[src/rtl/uart_rx_if.sv]
// Parallel/serial signal bundle between the UART receiver and its surroundings.
// The master side drives the serial line and frame configuration; the slave
// side (the receiver) returns the decoded byte, status pulses and Busy.
interface uart_rx_if #(
   parameter int DATA_WIDTH = 8
);
   logic                  RX_IN;
   logic                  PAR_EN;
   logic                  PAR_TYP;
   logic [DATA_WIDTH-1:0] P_DATA;
   logic                  DATA_VALID;
   logic                  PAR_ERR;
   logic                  STOP_ERR;
   logic                  Busy;

   modport master (
      output RX_IN, PAR_EN, PAR_TYP,
      input  P_DATA, DATA_VALID, PAR_ERR, STOP_ERR, Busy
   );

   modport slave (
      input  RX_IN, PAR_EN, PAR_TYP,
      output P_DATA, DATA_VALID, PAR_ERR, STOP_ERR, Busy
   );
endinterface

[src/rtl/uart_rx.sv]
// Oversampling UART receiver: start bit, DATA_WIDTH data bits LSB first,
// optional parity bit, stop bit. The serial line is synchronised, a falling
// edge opens a frame, each bit is decided by a 3-sample majority vote around
// mid-bit, and the result is reported one cycle after the stop-bit decision.
module uart_rx #(
   parameter int OVERSAMPLE = 8,
   parameter int DATA_WIDTH = 8
) (
   input logic     clk,
   input logic     reset,
   uart_rx_if.slave bus
);

   localparam int MID = OVERSAMPLE / 2;
   localparam int CW  = $clog2(OVERSAMPLE);
   localparam int IW  = (DATA_WIDTH > 1) ? $clog2(DATA_WIDTH) : 1;

   localparam logic [CW-1:0] CNT_ZERO = CW'(0);
   localparam logic [CW-1:0] CNT_ONE  = CW'(1);
   localparam logic [CW-1:0] CNT_M1   = CW'(MID - 1);
   localparam logic [CW-1:0] CNT_MID  = CW'(MID);
   localparam logic [CW-1:0] CNT_P1   = CW'(MID + 1);
   localparam logic [CW-1:0] CNT_LAST = CW'(OVERSAMPLE - 1);
   localparam logic [IW-1:0] IDX_ZERO = IW'(0);
   localparam logic [IW-1:0] IDX_ONE  = IW'(1);
   localparam logic [IW-1:0] IDX_LAST = IW'(DATA_WIDTH - 1);

   typedef enum logic [2:0] {
      ST_IDLE   = 3'd0,
      ST_START  = 3'd1,
      ST_DATA   = 3'd2,
      ST_PARITY = 3'd3,
      ST_STOP   = 3'd4
   } state_t;

   // Two-out-of-three vote over the samples taken around mid-bit.
   function automatic logic maj3(input logic a, input logic b, input logic c);
      return (a & b) | (a & c) | (b & c);
   endfunction

   // Parity bit the transmitter should have sent: PAR_TYP=1 gives even
   // parity (bit equals XOR of data), PAR_TYP=0 gives odd parity.
   function automatic logic parity_exp(input logic [DATA_WIDTH-1:0] d,
                                       input logic                  typ);
      return typ ? (^d) : (~^d);
   endfunction

   // Synchroniser and edge-detect registers.
   logic sync1_q;
   logic rx_s_q;
   logic rx_prev_q;

   // Frame engine state.
   state_t                state_q,   state_d;
   logic [CW-1:0]         cnt_q,     cnt_d;
   logic [IW-1:0]         idx_q,     idx_d;
   logic [DATA_WIDTH-1:0] data_q,    data_d;
   logic                  smp0_q,    smp0_d;
   logic                  smp1_q,    smp1_d;
   logic                  pen_q,     pen_d;
   logic                  ptyp_q,    ptyp_d;
   logic                  par_bad_q, par_bad_d;

   // Registered outputs.
   logic [DATA_WIDTH-1:0] pdata_q,   pdata_d;
   logic                  valid_q,   valid_d;
   logic                  perr_q,    perr_d;
   logic                  serr_q,    serr_d;
   logic                  busy_q,    busy_d;

   logic                  bit_s;

   // Bring the asynchronous line into the clock domain; idle-high reset value
   // keeps reset release from looking like a start edge.
   always_ff @(posedge clk or posedge reset) begin
      if (reset) begin
         sync1_q   <= 1'b1;
         rx_s_q    <= 1'b1;
         rx_prev_q <= 1'b1;
      end else begin
         sync1_q   <= bus.RX_IN;
         rx_s_q    <= sync1_q;
         rx_prev_q <= rx_s_q;
      end
   end

   // Frame engine and output registers.
   always_ff @(posedge clk or posedge reset) begin
      if (reset) begin
         state_q   <= ST_IDLE;
         cnt_q     <= CNT_ZERO;
         idx_q     <= IDX_ZERO;
         data_q    <= {DATA_WIDTH{1'b0}};
         smp0_q    <= 1'b1;
         smp1_q    <= 1'b1;
         pen_q     <= 1'b0;
         ptyp_q    <= 1'b0;
         par_bad_q <= 1'b0;
         pdata_q   <= {DATA_WIDTH{1'b0}};
         valid_q   <= 1'b0;
         perr_q    <= 1'b0;
         serr_q    <= 1'b0;
         busy_q    <= 1'b0;
      end else begin
         state_q   <= state_d;
         cnt_q     <= cnt_d;
         idx_q     <= idx_d;
         data_q    <= data_d;
         smp0_q    <= smp0_d;
         smp1_q    <= smp1_d;
         pen_q     <= pen_d;
         ptyp_q    <= ptyp_d;
         par_bad_q <= par_bad_d;
         pdata_q   <= pdata_d;
         valid_q   <= valid_d;
         perr_q    <= perr_d;
         serr_q    <= serr_d;
         busy_q    <= busy_d;
      end
   end

   // Bit value decided at cnt = MID+1 from the two earlier samples and the
   // current one.
   assign bit_s = maj3(smp0_q, smp1_q, rx_s_q);

   // Next-state, sampling and result logic.
   always_comb begin
      state_d   = state_q;
      cnt_d     = cnt_q;
      idx_d     = idx_q;
      data_d    = data_q;
      smp0_d    = smp0_q;
      smp1_d    = smp1_q;
      pen_d     = pen_q;
      ptyp_d    = ptyp_q;
      par_bad_d = par_bad_q;
      pdata_d   = pdata_q;
      valid_d   = 1'b0;
      perr_d    = 1'b0;
      serr_d    = 1'b0;

      // Per-bit sample counter and the two early vote samples.
      if (state_q != ST_IDLE) begin
         if (cnt_q == CNT_LAST) begin
            cnt_d = CNT_ZERO;
         end else begin
            cnt_d = cnt_q + CNT_ONE;
         end
         if (cnt_q == CNT_M1) begin
            smp0_d = rx_s_q;
         end else if (cnt_q == CNT_MID) begin
            smp1_d = rx_s_q;
         end else begin
            smp0_d = smp0_q;
         end
      end else begin
         cnt_d = CNT_ZERO;
      end

      case (state_q)
         ST_IDLE: begin
            idx_d = IDX_ZERO;
            // Needs a real 1->0 transition, so a line stuck low after a
            // framing error never retriggers.
            if (rx_prev_q && !rx_s_q) begin
               state_d   = ST_START;
               pen_d     = bus.PAR_EN;
               ptyp_d    = bus.PAR_TYP;
               par_bad_d = 1'b0;
            end else begin
               state_d = ST_IDLE;
            end
         end

         ST_START: begin
            if ((cnt_q == CNT_P1) && bit_s) begin
               // Start bit did not hold low through mid-bit: a glitch.
               state_d = ST_IDLE;
               cnt_d   = CNT_ZERO;
            end else if (cnt_q == CNT_LAST) begin
               state_d = ST_DATA;
               idx_d   = IDX_ZERO;
            end else begin
               state_d = ST_START;
            end
         end

         ST_DATA: begin
            if (cnt_q == CNT_P1) begin
               data_d[idx_q] = bit_s;
            end else begin
               data_d = data_q;
            end
            if (cnt_q == CNT_LAST) begin
               if (idx_q == IDX_LAST) begin
                  idx_d   = IDX_ZERO;
                  state_d = pen_q ? ST_PARITY : ST_STOP;
               end else begin
                  idx_d = idx_q + IDX_ONE;
               end
            end else begin
               idx_d = idx_q;
            end
         end

         ST_PARITY: begin
            if (cnt_q == CNT_P1) begin
               par_bad_d = (bit_s != parity_exp(data_q, ptyp_q));
            end else begin
               par_bad_d = par_bad_q;
            end
            if (cnt_q == CNT_LAST) begin
               state_d = ST_STOP;
            end else begin
               state_d = ST_PARITY;
            end
         end

         ST_STOP: begin
            // Decide half a bit early so a following start edge is not missed.
            if (cnt_q == CNT_P1) begin
               state_d = ST_IDLE;
               cnt_d   = CNT_ZERO;
               perr_d  = par_bad_q;
               serr_d  = ~bit_s;
               if (bit_s && !par_bad_q) begin
                  pdata_d = data_q;
                  valid_d = 1'b1;
               end else begin
                  pdata_d = pdata_q;
               end
            end else begin
               state_d = ST_STOP;
            end
         end

         default: begin
            state_d = ST_IDLE;
            cnt_d   = CNT_ZERO;
            idx_d   = IDX_ZERO;
         end
      endcase

      busy_d = (state_d != ST_IDLE);
   end

   assign bus.P_DATA     = pdata_q;
   assign bus.DATA_VALID = valid_q;
   assign bus.PAR_ERR    = perr_q;
   assign bus.STOP_ERR   = serr_q;
   assign bus.Busy       = busy_q;

endmodule

[src/flat_wrapper.sv]
// flat-port wrapper written by rule: the top's interface ports become plain ports
module uart_rx_flat 
#(
   parameter int OVERSAMPLE = 8,
   parameter int DATA_WIDTH = 8
)
  (clk, reset, bus_RX_IN, bus_PAR_EN, bus_PAR_TYP, bus_P_DATA, bus_DATA_VALID, bus_PAR_ERR, bus_STOP_ERR, bus_Busy);
  uart_rx_if #(.DATA_WIDTH(DATA_WIDTH)) bus_i ();
  input logic clk;
  input logic reset;
  input wire logic [$bits(bus_i.RX_IN)-1:0] bus_RX_IN;
  input wire logic [$bits(bus_i.PAR_EN)-1:0] bus_PAR_EN;
  input wire logic [$bits(bus_i.PAR_TYP)-1:0] bus_PAR_TYP;
  output wire logic [$bits(bus_i.P_DATA)-1:0] bus_P_DATA;
  output wire logic [$bits(bus_i.DATA_VALID)-1:0] bus_DATA_VALID;
  output wire logic [$bits(bus_i.PAR_ERR)-1:0] bus_PAR_ERR;
  output wire logic [$bits(bus_i.STOP_ERR)-1:0] bus_STOP_ERR;
  output wire logic [$bits(bus_i.Busy)-1:0] bus_Busy;
  assign bus_i.RX_IN = bus_RX_IN;
  assign bus_i.PAR_EN = bus_PAR_EN;
  assign bus_i.PAR_TYP = bus_PAR_TYP;
  assign bus_P_DATA = bus_i.P_DATA;
  assign bus_DATA_VALID = bus_i.DATA_VALID;
  assign bus_PAR_ERR = bus_i.PAR_ERR;
  assign bus_STOP_ERR = bus_i.STOP_ERR;
  assign bus_Busy = bus_i.Busy;
  uart_rx #(.OVERSAMPLE(OVERSAMPLE), .DATA_WIDTH(DATA_WIDTH)) u_core (.clk(clk), .reset(reset), .bus(bus_i));
endmodule
[config.mk]
export PLATFORM = sky130hd
export DESIGN_NAME = uart_rx_flat
export DESIGN_NICKNAME = d
export VERILOG_FILES = /design/src/rtl/uart_rx_if.sv /design/src/rtl/uart_rx.sv /design/src/flat_wrapper.sv
export SDC_FILE = /design/constraint.sdc
export NUM_CORES = 1
export LEC_CHECK = 0
export ABC_AREA = 1
export BUFFER_PORTS_ARGS = -buffer_cell sky130_fd_sc_hd__buf_2
export CAP_MARGIN = 10
export CORE_MARGIN = 5
export CORE_UTILIZATION = 63
export DETAILED_ROUTE_END_ITERATION = 6
export GPL_TIMING_DRIVEN = 0
export PLACE_DENSITY = 0.84
export SYNTH_ARGS = -nofsm -noshare
export SYNTH_HDL_FRONTEND = slang
export SYNTH_SLANG_ARGS = --single-unit
[constraint.sdc]
create_clock -name clk -period 2.5 [get_ports clk]
set_clock_uncertainty 0.2 [all_clocks]
set_input_delay 0.375 -clock clk [delete_from_list [all_inputs] [get_ports clk]]
set_output_delay 0.375 -clock clk [all_outputs]
set_load 0.005 [all_outputs]
Word-level counts from Yosys, hierarchy flattened. Index checks and enable logic that the tools add are counted.

Word-level logic and storage cells: 98. Bits in registers: 37. Input bits: 5. Output and inout bits: 12.

Eq/ne operators: 15. $lt $le $gt $ge: 2. Bitwise logic cells: 8. Multiplexer cells: 33. Reductions and logical operators: 21. Add/sub/neg operators: 2.

Operator list (number): 3-bit two-way mux (14); 3-bit one-hot mux with 3 select lines (2); 3-bit == test, second input constant (5); 3-bit one-hot mux with 5 select lines (1); 1-bit two-way mux (12); 3-bit by 2-bit == test with 1-bit output, second input constant (3); 3-bit AND reduction (3); 8-bit bitwise mux (1); 2-bit by 1-bit != test with 1-bit output, second input constant (4); 8-bit XNOR reduction (1); 8-bit XOR reduction (1); 3-bit by 1-bit adder with 3-bit output, second input constant (2); 2-bit AND reduction (3); 3-bit nonzero test (2); 1-bit logical AND (4); 3-bit by 4-bit < comparator with 1-bit output, second input constant (1); 4-bit AND reduction (1); 1-bit bitwise AND (3); 1-bit demux with 3-bit select (1); 3-bit by 1-bit == test with 1-bit output, second input constant (1); 3-bit by 1-bit greater-or-equal comparator with 1-bit output, second input constant (1); 3-bit zero test (1); 1-bit NOT (3); 3-bit OR reduction (1); other kinds (8) (10).

Depth between registers and ports, before layout. Gate-level depths: netlist of the first run.

Word-level depth: 7. Gate-level depth with buffers: 11. Depth with buffers taken out: 11.

Worst setup path before layout of the first run. Ideal clock, no wire load.

Path kind: register -> register. Start point: register u_core.cnt_q[0]. End point: register u_core.busy_q (netlist: u_core.bus.Busy). Data required time: 2.165 ns. Buffers on the path: 0. Setup time: 0.135 ns. Cell stages (with the launch flop): 9. Data arrival time: 1.350 ns. Setup slack: 0.815 ns. Clock period less this slack: 1.685 ns. Cell sequence: dfrtp_1 -> ha_1 -> ha_1 -> nand2_1 -> nor2_1 -> nand2_1 -> nand2_1 -> nor3_1 -> nand3_1.

Cells in the longest elaborated chain, start to end: 5. Elaborated cells between the ends (all ways): 10. Those cells by class: eq/ne: 2; mux: 6; reduce/logical: 2.

RTL lines: start: declaration (RTL line uart_rx.sv:55) `logic [CW-1:0] cnt_q, cnt_d;`; start signal: assignment (RTL line uart_rx.sv:106) `cnt_q <= cnt_d;`; 3-bit == test (on tied branches); 2-bit two-way mux or 1-bit logical AND (tied branches) (RTL line uart_rx.sv:180, uart_rx.sv:176); 3-bit two-way mux (RTL line uart_rx.sv:176) `if ((cnt_q == CNT_P1) && bit_s) begin`; 3-bit one-hot mux with 5 select lines * (RTL line uart_rx.sv:160) `case (state_q)`; 3-bit nonzero test * (RTL line uart_rx.sv:244) `busy_d = (state_d != ST_IDLE);`; named net u_core.busy_d (RTL line uart_rx.sv:69) `logic busy_q, busy_d;`; end signal: assignment (RTL line uart_rx.sv:118) `busy_q <= busy_d;`; end: declaration (RTL line uart_rx.sv:69).

Mark *: on every way through the listed nets, which the timed path passes. The rest lies on a longest branch. A chain may end at the register's enable or synchronous reset.

Final worst setup path of the first run.
Start point: register u_core.rx_s_q. End point: register u_core.busy_q (netlist: u_core.bus.Busy).

Cells in the longest elaborated chain, start to end: 7. Elaborated cells between the ends (all ways): 11. Those cells by class: mux: 3; bitwise: 4; reduce/logical: 4.

RTL lines: start: declaration (RTL line uart_rx.sv:50) `logic rx_s_q;`; start signal: assignment (RTL line uart_rx.sv:82) `rx_s_q <= sync1_q;`; 1-bit bitwise AND (RTL line uart_rx.sv:38) `return (a & b) | (a & c) | (b & c);`; 1-bit OR (2 in series) (RTL line uart_rx.sv:38); 1-bit logical AND (RTL line uart_rx.sv:176); 3-bit two-way mux (RTL line uart_rx.sv:176); 3-bit one-hot mux with 5 select lines * (RTL line uart_rx.sv:160); 3-bit nonzero test * (RTL line uart_rx.sv:244); named net u_core.busy_d (RTL line uart_rx.sv:69).

Marked as above.

==> results.json, run 1 <==
{
  "grt_overflow": 0,
  "diodes": 0,
  "clock_latency_ns": 0.35,
  "totalWireLength_mm": 3.41,
  "crit_chain": "nand2_1 > a21oi_1 > nand2_1 > nand2_1 > nor2_1 > nor3_1 > nand3_1",
  "clock_sinks": 37,
  "critical_path_depth": 7,
  "cts_tree": "done",
  "status": "complete, but fails checks",
  "worstSetupStartpointType": "flop",
  "synthTopCellsByArea": "dfrtp_1 42%, nand2_1 15%, dfstp_2 6.8%",
  "max_stage_delay_ns": 0.59,
  "synthCells": 248,
  "htreeDepth": 2,
  "grt_pass1_vias": 1504,
  "worst_slew_pin_slew_ns": 0.883,
  "firstDrtPassIters": 5,
  "start_util_pct": 64.5,
  "r2r-end": "u_core.bus.Busy",
  "vdd_drop_max_v": 0.000501,
  "cp.arrival_ns": 1.91,
  "reg2reg_depth": 7,
  "clockRootBuffer": "clkbuf_4",
  "layout.nets": 285,
  "path_buf_inv": 0,
  "dr_total_vias": 1550,
  "fp.dieArea_sq_mm": 0.00425,
  "fmax_mhz": 531,
  "clk_pin_slew_ns": 0.11,
  "antenna_left": 0,
  "swShare_pct": 36.8,
  "fillerInstances": 255,
  "slowest_stage": "dfstp_2",
  "syn_to_final_growth_pct": 10.3,
  "dpl.hpwl_mm": 2.65,
  "syn_nets": 260,
  "critPathMaxFanout": 5,
  "grt_max_degree": 25,
  "fin_crit_sh_pct": 75.3,
  "grt_pass1_wl_mm": 6.31,
  "post-synth-top-area-fraction_pct": 41.7,
  "antenna_found_initial": 0,
  "p_seq_share_pct": 49.1,
  "utilization_pct": 71.2,
  "synth_area_leader_cell": "dfrtp_1",
  "power_density_mw_per_mm2": 727,
  "p_leak_uw": 0.00113,
  "ys.warnings.count": 0,
  "reg2reg_slack_ns": 0.62,
  "yosysSeqAreaShare_pct": 48.5,
  "synth_area_sq_mm": 0.00192,
  "detail_route.wl_per_cell_microns": 11.1,
  "power.internal_uw": 973,
  "p_clk_share_pct": 19.4,
  "die_height_microns": 65.2,
  "drv_cap": 0,
  "fp-row-count": 20,
  "drt-initial-drc-count": 68,
  "clk_path_buf_depth": 2,
  "cp-startpoint": "u_core.rx_s_q",
  "critPathCaptureType": "flop",
  "rr_startpoint": "u_core.rx_s_q",
  "setup_viol": 0,
  "grt_usage_pct": 19.5,
  "hold_path_class": "in -> async",
  "required_ns": 2.53,
  "relSlewSlack_pct": 41.1,
  "dpl_cell_area_sq_mm": 0.00206,
  "avgSynthCellArea_sq_um": 7.75,
  "p_switching_uw": 567,
  "cpLargestDelayFamily": "simple AND/OR/NAND/NOR gates",
  "fin_tns_setup_ns": 0,
  "cts-resized-gates": 0,
  "regArea_sq_um": 932,
  "rsz0062_at_grt": "no",
  "final_cell_area_sq_mm": 0.00212,
  "path_common_cell": "nand2_1",
  "drc": 0,
  "final-max-slew-violation-count": 0,
  "combPwrFrac_pct": 31.4,
  "holdWs_ns": -0.00930,
  "ioPinCount": 17,
  "crit_end": "u_core.bus.Busy",
  "violations": "negative hold slack",
  "hold_viol": 13,
  "cts_buffers": 5,
  "period_needed_ns": 1.88,
  "synth_cell_types": 26,
  "drive_gt1_share_pct": 15.0,
  "vias_per_cell": 5.05,
  "routabilityCongestion": 0.861,
  "ys_ff_latch": 37,
  "die_w_microns": 65.2,
  "critical_path_class": "reg -> reg",
  "core-area_sq_mm": 0.00298,
  "multiInputGateArea_sq_um": 832,
  "io_buffers": 16
}
## per-stage QoR
step | total power (uW) | hold slack, ns | setup slack [ns] | cells
after floorplan | 1140 | 0.145 | 0.815 | 248
after global placement | 1240 | 0.146 | 0.640 | 297
after detailed placement | 1250 | 0.147 | 0.611 | 298
after CTS | 1560 | 0.00646 | 0.597 | 307
after global routing | 1670 | 0.0126 | 0.421 | 307
final | 1540 | -0.00930 | 0.618 | 307
## placed cells by master, fill, tap and decap left out, types with 3 or more instances in the layout
| cell type | n |
|---|---|
| ha_1 | 7 |
| nand3_1 | 16 |
| a31oi_1 | 3 |
| o21ai_0 | 12 |
| nand2_1 | 76 |
| inv_1 | 35 |
| buf_2 | 16 |
| a21oi_1 | 13 |
| dfstp_2 | 5 |
| nor2_1 | 28 |
| clkbuf_4 | 5 |
| dfrtp_1 | 32 |
## sequential cells by signal, indices dropped and copies added, names as in the netlist, 3 cells and up
register,flops
u_core.bus.P_DATA,8
u_core.cnt_q,3
u_core.data_q,8
u_core.idx_q,3
u_core.state_q,3
## how the worst min path moves through the flow
stage,to,depth (start not counted)
after global routing,u_core.pen_q,3
final,u_core.pen_q,2
after global placement,u_core.rx_s_q,0
after detailed placement,u_core.rx_s_q,0
after floorplan,u_core.rx_s_q,0
after CTS,u_core.pen_q,2
## cells in the mapped netlist
cell type / n
a21oi_2: 1
nor3_2: 1
buf_4: 1
nor3b_1: 1
buf_6: 1
nor3_1: 2
dfrtp_1: 32
o21ai_1: 2
nor2_1: 28
inv_2: 2
dfstp_2: 5
a211oi_1: 1
a21oi_1: 13
nand3_1: 16
and3b_1: 1
a31oi_1: 3
nor2_4: 1
o21ai_2: 1
nand2_2: 1
inv_1: 35
nor3_4: 1
nand4_1: 2
ha_1: 7
nor2_2: 2
o21ai_0: 12
nand2_1: 76
## cell type report
class                   count  area share (%)
inverters                  37            6.55
multi-input cells         172            39.3
plain buffers               2           0.885
flip-flops and latches     37            44.0
clock inverters             2           0.472
clock buffers               6            1.95
well taps                  33            1.95
repair buffers             18            4.96
## kinds of logic after synthesis
family                     share of synthesized area, %
DFF                                                48.5
buffers and inverters                              8.20
and+or+nand+nor                                    29.4
adders and majority gates                          4.56
AOI/OAI and AO/OA                                  9.31
## power by group through the flow
stage | clock (uW) | combinational [uW] | sequential [uW]
finish | 299 | 484 | 757
global route | 340 | 559 | 768
CTS | 313 | 488 | 758
detailed placement | 0 | 484 | 770
global placement | 0 | 472 | 765
floorplan | 0 | 384 | 758
## timing repair
action | in CTS | in global routing
hold buffers | 1 | 0
endpoints found under the hold margin | 1 | 0
setup buffers | 0 | 0
## worst reg2reg max path: stages, from the launching register on
cell	delay, ns
dfstp_2	0.59
nand2_1	0.07
a21oi_1	0.37
nand2_1	0.09
nand2_1	0.09
nor2_1	0.05
nor3_1	0.19
nand3_1	0.11
## routing by layer
layer	share of wire (%)	vias up	global-route usage, %
met3	5.3	7	4.44
li1	-	832	-
met1	48	685	23.5
met5	0	-	0
met4	2.3	0	10.9
met2	44	26	32.2
No activity file was read; power rests on OpenSTA's default activity.
==> run 2, diff against run 1 <==
CORE_UTILIZATION = 53   (was 63)
PLACE_DENSITY = 0.75   (was 0.84)
clock period = 1.6 ns   (was 2.5 ns; I/O delays follow)
==> run 2 against run 1 <==
The run ends with negative setup slack left. Total power is 100% higher. Combinational power grew to 2.8 times the previous value. Sequential power is 61% higher. Routed wire length is 47% higher. Cell count is 14% higher. Via count is 17% higher. Sequential share of layout area is 9.7 points lower. Utilization is 8.8 points higher. Highest routed layer unchanged. Critical path type unchanged.
==> results.json, run 2 (synthesis results as in run 1) <==
{
  "power_density_mw_per_mm2": 1150,
  "clk_path_buf_depth": 2,
  "worst_slew_pin_slew_ns": 0.498,
  "syn_to_final_growth_pct": 42.2,
  "worstSetupStartpointType": "flop",
  "dp_worst_setup_slack_ns": -0.286,
  "min_path_cells": 0,
  "crit_chain": "inv_1 > nand2_2 > nor2_4 > inv_1 > a211oi_1 > nor2_1 > nand3_1",
  "vias_per_cell": 5.20,
  "critical_path_depth": 7,
  "path_buf_inv": 2,
  "max_stage_delay_ns": 0.43,
  "layout_commonest_cell": "nand2_1",
  "totalWireLength_mm": 5.01,
  "grt_pass1_wl_mm": 7.64,
  "fmax_mhz": 579,
  "final_cell_mix": "61 x nand2_1, 31 x inv_1, 29 x dfrtp_1",
  "worst_slack_ns": -0.127,
  "htreeDepth": 2,
  "antenna_left": 0,
  "critPathMaxFanout": 4,
  "final-max-slew-violation-count": 0,
  "cp.arrival_ns": 1.81,
  "cts_buffers": 5,
  "drive_gt1_share_pct": 40.9,
  "totalPowerFinal_uw": 3140,
  "ioPinCount": 17,
  "violations": "negative setup slack",
  "critPathCaptureType": "flop",
  "clock_latency_ns": 0.35,
  "setup_viol": 19,
  "fp.dieArea_sq_mm": 0.00493,
  "fin_crit_sh_pct": 108,
  "clk_pin_slew_ns": 0.11,
  "antenna_found_initial": 0,
  "die_w_microns": 70.2,
  "hold_path_class": "reg -> reg",
  "vdd_drop_max_v": 0.000873,
  "drt-initial-drc-count": 99,
  "clockRootBuffer": "clkbuf_4",
  "grt_overflow": 0,
  "routabilityCongestion": 0.801,
  "diodes": 0,
  "slowest_stage": "dfrtp_1",
  "drv_cap": 0,
  "firstDrtPassIters": 4,
  "dr_total_vias": 1814,
  "p_leak_uw": 0.00136,
  "drc": 0,
  "cts_tree": "done",
  "path_common_cell": "inv_1",
  "critical_path_class": "reg -> reg",
  "cpLargestDelayFamily": "simple AND/OR/NAND/NOR gates",
  "detail_route.wl_per_cell_microns": 14.4,
  "die_height_microns": 70.2,
  "layout.nets": 314,
  "fp-row-count": 21,
  "relSlewSlack_pct": 66.7,
  "reg2reg_depth": 7,
  "grt_pass1_vias": 1662,
  "start_util_pct": 56.3,
  "rsz0062_at_grt": "yes",
  "core-area_sq_mm": 0.00342,
  "status": "complete, but fails checks",
  "dpl.hpwl_mm": 2.87,
  "grt_max_degree": 14,
  "period_needed_ns": 1.73,
  "clock_sinks": 37,
  "io_buffers": 16,
  "required_ns": 1.69,
  "hold_viol": 0,
  "grt_usage_pct": 19.6
}
==> run 2: cell type report <==
type	instances	area, sq um
plain buffers	2	22.5
repair buffers	47	372
well taps	46	57.6
clock buffers	7	65.1
flip-flops and latches	37	936
fillers	209	683
inverters	37	149
clock inverters	1	5.00
multi-input cells	172	1130
==> run 2: what timing repair did <==
item,CTS,global route
buffers inserted,18,6
gates resized for setup,33,59
hold buffers,4,0
endpoints found under the hold margin,14,0
cloned,0,1
pin swaps,13,17
endpoints found under the setup margin,28,29
==> run 2: layer usage <==
layer  wire length (microns)  track usage (%)
met1                    2020             24.4
met2                    2700             33.5
met3                     189             4.02
met4                     104             7.23
met5                       0                0
==> run 2: through the flow <==
step | instance area, sq um | hold slack [ns] | setup TNS (ns) | std cells | utilization [%]
after detailed placement | 2100 | 0.0831 | -3.57 | 312 | 61.6
final | 2730 | 0.162 | -1.27 | 349 | 80.0
after global placement | 2070 | 0.145 | -7.76 | 310 | 60.7
after floorplan | 1940 | 0.0445 | -0.00468 | 248 | -
after CTS | 2460 | 0.163 | -0.874 | 342 | 72.1
after global routing | 2730 | 0.170 | -3.34 | 349 | 80.0
==> run 2: worst reg2reg max path: stages (launching register included) <==
cell      delay [ns]
dfrtp_1         0.43
inv_1           0.15
nand2_2         0.11
nor2_4          0.18
inv_1           0.10
a211oi_1        0.29
nor2_1          0.12
nand3_1         0.10
==> run 2: worst paths after layout <==
path                                      end               from  slack [ns]
setup / recovery              u_core.bus.Busy  u_core.state_q[2]       -0.13
hold / removal                  u_core.rx_s_q     u_core.sync1_q        0.16
max in group asynchronous       u_core.smp0_q              reset        0.24
hold reg to reg                 u_core.rx_s_q     u_core.sync1_q        0.16
setup reg to reg              u_core.bus.Busy  u_core.state_q[2]       -0.13
min in group asynchronous  u_core.bus.PAR_ERR              reset        0.25
==> run 2: power by group <==
group	total [uW]	internal, uW	switching, uW
combinational	1360	576	780
clock	566	255	311
sequential	1220	1090	130
total	3140	1920	1220
==> run 3, diff against run 2 <==
TNS_END_PERCENT = 10   (was not set)
==> run 3 against run 2 <==
The run still ends with negative setup slack left. Sequential power about the same. Routed wire length decreased by 7.3%. Utilization decreased by 6.3 points. Worst hold slack improved by 0.00071 ns. Maximum frequency increased by 0.80%. Critical endpoint is now u_core.data_q[5].
==> results.json, run 3 (synthesis results as in run 1) <==
{
  "status": "complete, but fails checks",
  "violations": "negative setup slack",
  "p_leak_uw": 0.00130,
  "setup_viol": 25,
  "critPathCaptureType": "flop",
  "drv_cap": 0,
  "firstDrtPassIters": 5,
  "vdd_drop_max_v": 0.000864,
  "rsz0062_at_grt": "yes",
  "start_util_pct": 56.3,
  "totalWireLength_mm": 4.65,
  "critPathMaxFanout": 6,
  "drt-initial-drc-count": 98,
  "fp-row-count": 21,
  "clock_latency_ns": 0.34,
  "grtUsageMet2_pct": 32.2,
  "grtUsageMet3_pct": 4.45,
  "diodes": 0,
  "period_needed_ns": 1.71,
  "die_w_microns": 70.2,
  "grtUsageMet1_pct": 22.7,
  "grt_overflow": 0,
  "hold_viol": 0,
  "htreeDepth": 2,
  "core-area_sq_mm": 0.00342,
  "drc": 0,
  "utilization_pct": 73.7,
  "gr-max-usage-layer": "met2",
  "clock_sinks": 37,
  "cp.arrival_ns": 1.76,
  "antenna_found_initial": 0,
  "antenna_left": 0,
  "routabilityCongestion": 0.834,
  "ioPinCount": 17,
  "relSlewSlack_pct": 68.0,
  "io_buffers": 16,
  "slowest_stage": "dfrtp_1",
  "worst_slew_pin_slew_ns": 0.480,
  "grt_usage_pct": 18.8,
  "final_cell_mix": "66 x nand2_1, 33 x inv_1, 31 x dfrtp_1",
  "max_stage_delay_ns": 0.43,
  "cts_tree": "done",
  "fillerInstances": 256,
  "fin_crit_sh_pct": 107,
  "dpl_cell_area_sq_mm": 0.00210,
  "layout_commonest_cell": "nand2_1",
  "vias_per_cell": 5.19,
  "hold_path_class": "reg -> reg",
  "required_ns": 1.65,
  "drive_gt1_share_pct": 31.4,
  "fp.dieArea_sq_mm": 0.00493,
  "layout.nets": 307,
  "dr_total_vias": 1775,
  "die_height_microns": 70.2,
  "power_density_mw_per_mm2": 1160,
  "final_cell_area_sq_mm": 0.00252,
  "critical_path_class": "reg -> reg",
  "path_common_cell": "nand2_4",
  "clockRootBuffer": "clkbuf_4",
  "multiInputGateArea_sq_mm": 0.00101,
  "detail_route.wl_per_cell_microns": 13.6,
  "fmax_mhz": 584,
  "crit_chain": "inv_2 > ha_4 > nand2_4 > inv_4 > buf_6 > nand2_4 > nor2_4 > nand2_2 > nor2_2 > a21oi_2",
  "dp_worst_setup_slack_ns": -0.288,
  "dpl.hpwl_mm": 2.84,
  "fin_tns_setup_ns": -1.58,
  "final-max-slew-violation-count": 0,
  "clk_path_buf_depth": 2,
  "cts_buffers": 5,
  "regArea_sq_um": 933,
  "grt_pass1_vias": 1674,
  "grt_pass1_wl_mm": 7.45,
  "clk_pin_slew_ns": 0.11,
  "worst_slack_ns": -0.113,
  "worstSetupStartpointType": "flop",
  "grt_max_degree": 15,
  "syn_to_final_growth_pct": 31.1
}
==> run 3: changes by cell type in the layout (fill, tap and decap cells not counted), moves of 4 or more <==
| cell | before | now |
|---|---|---|
| nor2_1 | 16 | 21 |
| nand2_1 | 61 | 66 |
| nand3_1 | 9 | 14 |
| nand2_2 | 10 | 6 |
| buf_6 | 11 | 7 |
| nor2_2 | 11 | 6 |
==> run 3: worst paths after layout <==
check                                        to             from  depth (start not counted)  slack (ns)
max                            u_core.data_q[5]  u_core.cnt_q[1]                         10       -0.11
min                               u_core.rx_s_q   u_core.sync1_q                          0        0.16
max reg2reg                    u_core.data_q[5]  u_core.cnt_q[1]                         10       -0.11
min reg2reg                       u_core.rx_s_q   u_core.sync1_q                          0        0.16
max in group asynchronous         u_core.smp0_q            reset                          5        0.26
min in group asynchronous  u_core.bus.P_DATA[0]            reset                          3        0.23
==> run 3: cell type report <==
class | count | share of cell area (%)
clock buffers | 6 | 1.64
repair buffers | 40 | 12.1
flip-flops and latches | 37 | 37.1
multi-input cells | 172 | 40.0
well taps | 46 | 2.29
plain buffers | 2 | 0.894
inverters | 37 | 5.61
clock inverters | 2 | 0.397
==> run 3: timing repair <==
item / in CTS / in global routing
hold endpoints to repair: 14 / 0
setup buffers: 11 / 6
pin swaps: 4 / 11
gates resized for setup: 23 / 33
cloned: 1 / 0
hold buffers: 4 / 0
setup endpoints to repair: 28 / 29
==> run 3: where the power goes <==
part	total (uW)	internal [uW]	leakage, uW	switching (uW)
combinational	1230	501	0.000784	729
sequential	1210	1090	0.000485	127
clock	483	168	0.0000320	316
total	2930	1750	0.00130	1170
==> run 3: layer usage <==
| metal | wire length, microns | vias up |
|---|---|---|
| met3 | 244 | 15 |
| met5 | 0 | - |
| met1 | 1920 | 834 |
| li1 | - | 877 |
| met2 | 2350 | 49 |
| met4 | 129 | 0 |
==> run 3: critical path, delay by kind of cell (launching register included) <==
kind | cells | cell delay [ns]
AO/OA/AOI/OAI | 1 | 0.03
adder cells (fa/ha/maj) | 1 | 0.14
flip-flops | 1 | 0.43
AND/OR/NAND/NOR | 5 | 0.52
buffers and inverters | 3 | 0.30
==> run 3: per-stage QoR <==
stage | total power [uW] | instances | hold WS [ns]
after floorplan | 1790 | 248 | 0.0445
after global placement | 1950 | 310 | 0.145
after detailed placement | 1990 | 312 | 0.0663
after CTS | 2640 | 336 | 0.163
after global routing | 3140 | 342 | 0.173
final | 2930 | 342 | 0.163
